$ cat config.mk
export PLATFORM = sky130hd
export DESIGN_NAME = inert_seq_flat
export DESIGN_NICKNAME = d
export VERILOG_FILES = /design/src/rtl/inert_pkg.sv /design/src/rtl/inert_seq_if.sv /design/src/rtl/inert_seq_int_sync.sv /design/src/rtl/inert_seq.sv /design/src/flat_wrapper.sv
export SDC_FILE = /design/constraint.sdc
export NUM_CORES = 1
export LEC_CHECK = 0
export CAP_MARGIN = 20
export CORE_MARGIN = 2
export CORE_UTILIZATION = 50
export CTS_BUF_LIST = sky130_fd_sc_hd__clkbuf_4 sky130_fd_sc_hd__clkbuf_8 sky130_fd_sc_hd__clkbuf_16
export CTS_CLUSTER_DIAMETER = 40
export DETAILED_ROUTE_END_ITERATION = 6
export PLACE_DENSITY = 0.84
export SKIP_CTS_REPAIR_TIMING = 1
export SKIP_LAST_GASP = 1
export SYNTH_ARGS = -nofsm -noshare
export SYNTH_HDL_FRONTEND = slang
export SYNTH_SLANG_ARGS = --single-unit
export TNS_END_PERCENT = 20
$ cat constraint.sdc
create_clock -name clk -period 5.2 [get_ports clk]
set_input_delay 1.04 -clock clk [delete_from_list [all_inputs] [get_ports clk]]
set_output_delay 1.04 -clock clk [all_outputs]
set_load 0.01 [all_outputs]
$ cat src/rtl/inert_pkg.sv
// Shared types and SPI command words for the inertial-sensor sequencer.
// The state enum encodes configuration, idle and read-burst phases.
package inert_pkg;

    typedef enum logic [3:0] {
        PWRUP, CFG0, CFG1, CFG2, IDLE, RD0, RD1, RD2, RD3, VLD
    } inert_state_t;

    localparam logic [15:0] CMD_INT_CFG  = 16'h0D02;
    localparam logic [15:0] CMD_GYRO_CFG = 16'h1160;
    localparam logic [15:0] CMD_RND_CFG  = 16'h1460;
    localparam logic [15:0] CMD_YAWL     = 16'hA600;
    localparam logic [15:0] CMD_YAWH     = 16'hA700;
    localparam logic [15:0] CMD_PITCHL   = 16'hA200;
    localparam logic [15:0] CMD_PITCHH   = 16'hA300;

    // Command word issued on entry to each transfer state.
    function automatic logic [15:0] cmd_for(input inert_state_t s);
        case (s)
            CFG0:    return CMD_INT_CFG;
            CFG1:    return CMD_GYRO_CFG;
            CFG2:    return CMD_RND_CFG;
            RD0:     return CMD_YAWL;
            RD1:     return CMD_YAWH;
            RD2:     return CMD_PITCHL;
            RD3:     return CMD_PITCHH;
            default: return 16'h0000;
        endcase
    endfunction

endpackage

$ cat src/rtl/inert_seq_if.sv
// Handshake between the sequencer (master) and the SPI monarch (slave).
interface inert_seq_if;
    logic        wrt;
    logic [15:0] wt_data;
    logic        done;
    logic [15:0] rd_data;

    modport master (output wrt, wt_data, input done, rd_data);
    modport slave  (input wrt, wt_data, output done, rd_data);
endinterface

$ cat src/rtl/inert_seq_int_sync.sv
// Two-flop synchroniser for the sensor interrupt plus a one-cycle rising-edge pulse.
module int_sync (
    input  logic clk,
    input  logic rst_n,
    input  logic async_i,
    output logic rise_o
);

    logic [1:0] sync_q;
    logic       prev_q;

    // NOTE: sequential state uses non-blocking assignments so every flop samples pre-edge values.
    always_ff @(posedge clk or negedge rst_n) begin
        if (!rst_n) begin
            sync_q <= 2'b00;
            prev_q <= 1'b0;
        end else begin
            sync_q <= {sync_q[0], async_i};
            prev_q <= sync_q[1];
        end
    end

    assign rise_o = sync_q[1] & ~prev_q;

endmodule

$ cat src/rtl/inert_seq.sv
// Power-up configuration and interrupt-driven yaw (and, with INERT_PITCH_EN, pitch) reads
// over the SPI monarch; assembled rates are presented with a one-cycle vld strobe.
module inert_seq
    import inert_pkg::*;
#(
    parameter int PWRUP_W = 16
) (
    input  logic        clk,
    input  logic        rst_n,
    input  logic        INT,
    inert_seq_if.master spi,
    output logic [15:0] yaw_rt,
    output logic        vld
`ifdef INERT_PITCH_EN
    ,
    output logic [15:0] pitch_rt
`endif
);

`ifdef INERT_PITCH_EN
    localparam inert_state_t LAST_RD = RD3;
`else
    localparam inert_state_t LAST_RD = RD1;
`endif

    inert_state_t        state_q, state_d;
    logic                wait_q, wait_d;
    logic [PWRUP_W-1:0]  cnt_q, cnt_d;
    logic                int_pend_q, int_pend_d;
    logic                wrt_q, wrt_d;
    logic [15:0]         wt_data_q, wt_data_d;
    logic                vld_q, vld_d;
    logic [15:0]         yaw_rt_q, yaw_rt_d;
    logic [7:0]          yaw_l_q, yaw_l_d;
`ifdef INERT_PITCH_EN
    logic [7:0]          yaw_h_q, yaw_h_d;
    logic [7:0]          pitch_l_q, pitch_l_d;
    logic [15:0]         pitch_rt_q, pitch_rt_d;
`endif
    logic                int_rise;
    logic                launch;
    logic [7:0]          rd_byte;
    logic                unused_rd_hi;

    int_sync u_int_sync (
        .clk     (clk),
        .rst_n   (rst_n),
        .async_i (INT),
        .rise_o  (int_rise)
    );

    assign rd_byte      = spi.rd_data[7:0];
    assign unused_rd_hi = ^spi.rd_data[15:8];

    // NOTE: every combinational output gets a default first, so no path can infer a latch.
    always_comb begin
        state_d    = state_q;
        wait_d     = wait_q;
        cnt_d      = cnt_q;
        int_pend_d = int_pend_q | int_rise;
        wrt_d      = 1'b0;
        wt_data_d  = wt_data_q;
        vld_d      = 1'b0;
        yaw_rt_d   = yaw_rt_q;
        yaw_l_d    = yaw_l_q;
        launch     = 1'b0;
`ifdef INERT_PITCH_EN
        yaw_h_d    = yaw_h_q;
        pitch_l_d  = pitch_l_q;
        pitch_rt_d = pitch_rt_q;
`endif
        unique case (state_q)
            PWRUP: begin
                cnt_d = cnt_q + 1'b1;
                if (&cnt_q) begin
                    state_d = CFG0;
                    launch  = 1'b1;
                end
            end
            IDLE: begin
                // An edge arriving on the consuming cycle stays pending for another burst.
                if (int_pend_q) begin
                    int_pend_d = int_rise;
                    state_d    = RD0;
                    launch     = 1'b1;
                end
            end
            VLD: state_d = IDLE;
            default: begin
                if (!wait_q) begin
                    wait_d = 1'b1;
                end else if (spi.done) begin
                    wait_d = 1'b0;
                    case (state_q)
                        RD0:     yaw_l_d   = rd_byte;
`ifdef INERT_PITCH_EN
                        RD1:     yaw_h_d   = rd_byte;
                        RD2:     pitch_l_d = rd_byte;
`endif
                        default: ;
                    endcase
                    if (state_q == LAST_RD) begin
                        // Final byte bypasses its holding register so vld lands one clock after done.
                        state_d = VLD;
                        vld_d   = 1'b1;
`ifdef INERT_PITCH_EN
                        yaw_rt_d   = {yaw_h_q, yaw_l_q};
                        pitch_rt_d = {rd_byte, pitch_l_q};
`else
                        yaw_rt_d   = {rd_byte, yaw_l_q};
`endif
                    end else begin
                        state_d = inert_state_t'(state_q + 4'd1);
                        launch  = (state_d != IDLE);
                    end
                end
            end
        endcase

        if (launch) begin
            wrt_d     = 1'b1;
            wt_data_d = cmd_for(state_d);
        end
    end

    always_ff @(posedge clk or negedge rst_n) begin
        if (!rst_n) begin
            state_q    <= PWRUP;
            wait_q     <= 1'b0;
            cnt_q      <= '0;
            int_pend_q <= 1'b0;
            wrt_q      <= 1'b0;
            wt_data_q  <= 16'h0000;
            vld_q      <= 1'b0;
            yaw_rt_q   <= 16'h0000;
            yaw_l_q    <= 8'h00;
`ifdef INERT_PITCH_EN
            yaw_h_q    <= 8'h00;
            pitch_l_q  <= 8'h00;
            pitch_rt_q <= 16'h0000;
`endif
        end else begin
            state_q    <= state_d;
            wait_q     <= wait_d;
            cnt_q      <= cnt_d;
            int_pend_q <= int_pend_d;
            wrt_q      <= wrt_d;
            wt_data_q  <= wt_data_d;
            vld_q      <= vld_d;
            yaw_rt_q   <= yaw_rt_d;
            yaw_l_q    <= yaw_l_d;
`ifdef INERT_PITCH_EN
            yaw_h_q    <= yaw_h_d;
            pitch_l_q  <= pitch_l_d;
            pitch_rt_q <= pitch_rt_d;
`endif
        end
    end

    assign spi.wrt     = wrt_q;
    assign spi.wt_data = wt_data_q;
    assign yaw_rt      = yaw_rt_q;
    assign vld         = vld_q;
`ifdef INERT_PITCH_EN
    assign pitch_rt    = pitch_rt_q;
`endif

endmodule

$ cat src/flat_wrapper.sv
// flat-port wrapper written by rule: the top's interface ports become plain ports
module inert_seq_flat import inert_pkg::*;
#(
    parameter int PWRUP_W = 16
)
  (clk, rst_n, INT, yaw_rt, vld, spi_wrt, spi_wt_data, spi_done, spi_rd_data);
  inert_seq_if spi_i ();
  input  logic clk;
  input  logic rst_n;
  input  logic INT;
  output logic [15:0] yaw_rt;
  output logic vld;
  output wire logic [$bits(spi_i.wrt)-1:0] spi_wrt;
  output wire logic [$bits(spi_i.wt_data)-1:0] spi_wt_data;
  input wire logic [$bits(spi_i.done)-1:0] spi_done;
  input wire logic [$bits(spi_i.rd_data)-1:0] spi_rd_data;
  assign spi_wrt = spi_i.wrt;
  assign spi_wt_data = spi_i.wt_data;
  assign spi_i.done = spi_done;
  assign spi_i.rd_data = spi_rd_data;
  inert_seq #(.PWRUP_W(PWRUP_W)) u_core (.clk(clk), .rst_n(rst_n), .INT(INT), .spi(spi_i), .yaw_rt(yaw_rt), .vld(vld));
endmodule
### Word level (Yosys, flattened, before mapping)

Index checks and enable logic that the tools add are counted.
W data, S select, Z words.

| word-level totals | value |
|---|---|
| ROM bits | 0 |
| memory bits (writable) | 0 |
| input port bits | 20 |
| memories | 0 |
| register bits after elaboration | 67 |
| latch bits | 0 |

| operators by class | value |
|---|---|
| $mul | 0 |
| mux-type cells | 22 |
| divide/modulo/power cells | 0 |
| add/subtract/negate cells | 2 |
| reductions and logical operators | 5 |
| shifts and indexed selects | 0 |
| bitwise logic cells | 4 |
| equal/unequal tests | 12 |
| $lt $le $gt $ge | 0 |

Operators with widths:

| cell | count |
|---|---|
| $pmux W16 S7 | 1 |
| $eq A4 B3 Y1 const B | 6 |
| $mux W4 | 5 |
| $add A16 B1 Y16 const B | 1 |
| $reduce_and A16 Y1 | 1 |
| $mux W1 | 14 |
| $pmux W4 S3 | 1 |
| $eq A4 B2 Y1 const B | 2 |
| $eq A4 B4 Y1 const B | 2 |
| $reduce_and A4 Y1 | 2 |
| $add A4 B1 Y4 const B | 1 |
| $eq A4 B1 Y1 const B | 1 |
| $logic_not A4 Y1 | 1 |
| $ne A4 B3 Y1 const B | 1 |
| $pmux W1 S3 | 1 |
| $reduce_or A3 Y1 | 1 |
| $not A1 Y1 | 2 |
| $and A1 B1 Y1 | 1 |
| $or A1 B1 Y1 | 1 |

### Depth between registers and ports, before layout

| logic depth | value |
|---|---|
| depth in word-level cells | 7 |
| gate-level depth with buffers | 6 |

### Cells and area by module

From an unflattened synthesis, not the netlist that was laid out.

| second synthesis, totals | value |
|---|---|
| cells, all modules | 211 |
| area, all modules | 2608.8 um^2 |

By module, submodules not included:

| module | area each (um^2) | times used | cells each | sequential area each (um^2) |
|---|---|---|---|---|
| inert_seq | 2519.9 | 1 | 207 | 1326.3 |
| int_sync | 88.8 | 1 | 4 | 75.1 |

### Worst setup path before layout

No wires, ideal clock.

| timing | value |
|---|---|
| path type | in2reg |
| start point | input port spi_done |
| end point | register u_core.yaw_rt_q[10] (netlist: u_core.yaw_rt[10]) |
| slack | 2602 ps |
| buffers on the path | 2 |
| arrival | 2474 ps |
| cell stages on the path | 6 |
| library setup time | 125 ps |
| cells stage by stage | and2_1 clkbuf_1 nand2_1 nor3_2 buf_2 mux2_2 |

| between the ends | value |
|---|---|
| cells in the longest elaborated chain, start to end | 1 |

RTL lines:

| element | line | source |
|---|---|---|
| start: declaration | flat_wrapper.sv:15 | `input wire logic [$bits(spi_i.done)-1:0] spi_done;` |
| $reduce_and A4 Y1 (no source line) | -- |  |
| end signal: assignment | inert_seq.sv:150 | `yaw_rt_q <= yaw_rt_d;` |
| end: declaration | inert_seq.sv:33 | `logic [15:0] yaw_rt_q, yaw_rt_d;` |

No other way between the ends.
A chain may end at the register's enable or synchronous reset.

### Worst setup path after layout

| timing | value |
|---|---|
| start point | input port spi_done |
| end point | register u_core.yaw_l_q[5] |

| between the ends | value |
|---|---|
| cells in the longest elaborated chain, start to end | 1 |

RTL lines:

| element | line | source |
|---|---|---|
| $reduce_and A4 Y1 (no source line) | -- |  |
| end signal: assignment | inert_seq.sv:151 | `yaw_l_q <= yaw_l_d;` |
| end: declaration | inert_seq.sv:34 | `logic [7:0] yaw_l_q, yaw_l_d;` |

No other way between the ends.

==> metrics.md <==
| Metric | Value |
|---|---|
| Status | complete, no violations |
| Worst reg-to-reg setup slack | 2.64 ns |
| Post-DP HPWL | 2912 microns |
| Core Util, Final | 62.99% |
| All-Layer GR Usage | 16.54% |
| VDD IR-drop max | 0.0002571 V |
| Site Rows | 25 |
| First-pass GRT wire length | 7051 microns |
| Core area | 4817 sq um |
| Worst rel slew slack | 41.51% |
| Worst Hold Class | flop to flop |
| Synthesis warning total | 0 |
| First-pass DRT Iterations | 4 |
| Total gr overflow | 0 |
| Ports | 54 |
| Most common cell in the netlist | dfrtp_1 |
| # DRC | 0 |
| Final hold violations | 0 |
| Worst setup EP type | flop |
| Slew Limit Fails | 0 |
| Hold_sp | u_core.u_int_sync.sync_q[0] |
| Worst setup SP type | primary input |
| RSZ-0062 raised after global routing | no |
| Fin crit period | 2.583 ns |
| Fmax | 0.3872 GHz |
| Fill count | 406 |
| Max Clock Skew | 0.008149 ns |
| CTS H-tree lvls | 2 |
| Clk sinks | 56 |
| Critical Path Fanout Max | 8 |
| N_diodes | 0 |
| Initial core utilization | 52.68% |
| CTS buffer count | 5 |
| Hold Crit Depth | 0 |
| Critical path origin | spi_done |
| Async SR Flop Fraction | 100.0% |
| Synth Flop Type | dfrtp_1 |
| Worst path max stage delay | 0.51 ns |
| Via count | 1611 |
| Least-Margin Pin Slew | 0.8694 ns |
| CTS tree | yes |
| Clock transition at path regs | 0.10 ns |
| Cell accounting for the most synthesized area | dfrtp_1 |
| Worst path cell trace | clkdlybuf4s50_1, and2_1, nand2_1, or3_1, mux2_2 |
| Die Area | 5661 sq um |
| Sequential fraction of the synthesis area | 55.23% |
| Routed Antenna Nets | 0 |
| # port buffers | 39 |
| Slowest CP cell | or3_1 |
| Synthesized area per cell | 12.32 sq um |
| Die Ht | 75.24 microns |
| Synth unique cells | 40 |
| CTS root buf | clkbuf_8 |
| Routability cong. | 0.8506 |
| Arr. time, crit path | 2.78 ns |
| CP required | 5.40 ns |
| Vias per cell | 5.231 |
| P&R area growth vs syn | 19.58% |
| Synth area leaders | dfrtp_1 55%, mux2_2 11%, xnor2_1 4.1% |
| Final setup fails | 0 |
| Initial DRC Count | 83 |
| Cell area after synthesis | 2537 sq um |
| Nets | 261 |
| Die Width | 75.24 microns |
| Kind of critical path | primary input to flop |
| Layout cells sized above 1 | 19.09% |
| Largest net degree at the start of global routing | 57 |
| Leakage | 0.001332 uW |
| Number of max-cap violations | 0 |
| Number of global-route vias before repair | 1553 |
| Pwr Density | 520.1 nW/um^2 |
| DR WL/cell | 13.56 microns |
| Area share of the largest cell type after synthesis | 55.23% |
| Post-synth EDFFs | 0 |
| Cells after Synth | 206 |
| Initial antenna violation count | 0 |
| WL final | 4178 microns |
| Period utilization | 49.66% |
| Setup Total Neg Slack | 0 ns |
| Worst R2R Start | u_core.state_q[1] |
| Skew-Pair Late Insertion Delay | 0.31 ns |
| Commonest cells post-synth | 56 x dfrtp_1, 25 x mux2_2, 13 x nand2_1 |
| #FFs+latches synth | 56 |
| Clk buf depth | 2 |
| FF-to-FF path depth | 5 |
## per-layer routing
layer / part of all wire [%] / wire [microns] / vias up / global-route usage, %
li1: - / - / 769 / -
met1: 46 / 1919 / 786 / 21.69
met2: 46 / 1905 / 50 / 26.22
met3: 7.2 / 300 / 6 / 5.622
met4: 1.3 / 53 / 0 / 5.068
met5: 0 / 0 / - / 0
## final timing paths
check / to
hold reg to reg: u_core.u_int_sync.sync_q[1]
min in group asynchronous: u_core.cnt_q[10]
setup / recovery: u_core.yaw_l_q[5]
setup reg to reg: u_core.spi.wt_data[13]
max in group asynchronous: u_core.cnt_q[12]
hold / removal: u_core.u_int_sync.sync_q[1]
## layout by cell type (no fill, tap or decap), types with 2 or more instances in the layout
cell and instances:
and3_1 2, xnor2_1 12, clkbuf_8 5, clkdlybuf4s50_1 38, nand2_1 13, or3_1 2
nand4_1 4, mux2_4 4, nor2_1 9, buf_4 2, inv_1 5, a21boi_0 2
o21ai_0 8, nor3_1 2, conb_1 6, xor2_1 5, mux2_2 25, and2_1 3
nand3_1 10, a21oi_1 5, and4_1 3, dfrtp_1 56
## where the power goes
part	leakage, uW	switching, uW	total (uW)	internal [uW]
clock	0.0000548	142	288	145
sequential	0.000721	125	698	573
combinational	0.000556	248	593	344
## flip-flops by register name (all words and copies together), names as in the netlist
signal	count
u_core.cnt_q	16
u_core.yaw_rt	16
u_core.yaw_l_q	8
u_core.spi.wt_data	5
u_core.state_q	4
u_core.u_int_sync.sync_q	2
u_core.int_pend_q	1
u_core.spi.wrt	1
u_core.u_int_sync.prev_q	1
u_core.vld	1
u_core.wait_q	1
## worst max-delay path, delay by kind of cell
kind	cells	cell delay (ns)
mux	1	0.34
buf+inv	1	0.48
simple gates	3	0.92
## logic make-up (layout without fill, tap and decap cells)
| kind of cell | Yosys count | count (layout) | share of synthesized area (%) |
|---|---|---|---|
| fa+ha+maj | 1 | 1 | 0.4930 |
| simple gates | 52 | 52 | 11.29 |
| xor+xnor | 17 | 17 | 5.868 |
| buf+inv | 24 | 54 | 5.523 |
| compound gates | 25 | 25 | 7.594 |
| other cells | 1 | 6 | 0.1478 |
| flops | 56 | 56 | 55.23 |
| mux | 30 | 30 | 13.86 |
## metrics by stage
stage	hold slack [ns]	total power, uW	instance area (sq um)	cells	worst slack, ns
finish	0.3648	1578	3034	308	2.617
global route	0.3869	1679	3034	308	2.425
CTS	0.3705	1594	3034	308	2.605
detailed placement	0.3470	1302	2919	300	2.277
global placement	0.3315	1278	2919	300	2.264
floorplan	0.3312	1073	2556	211	2.602
## final cells by class
class | count | area, sq um | area share [%]
Tap cell | 67 | 83.83 | 2.763
Multi-Input combinational cell | 131 | 1015 | 33.44
Inverter | 5 | 18.77 | 0.6186
Clock inverter | 3 | 46.29 | 1.526
Timing Repair Buffer | 41 | 400.4 | 13.20
Sequential cell | 56 | 1401 | 46.19
Clock buffer | 5 | 68.82 | 2.268
Power figures use the tool's default switching activity.
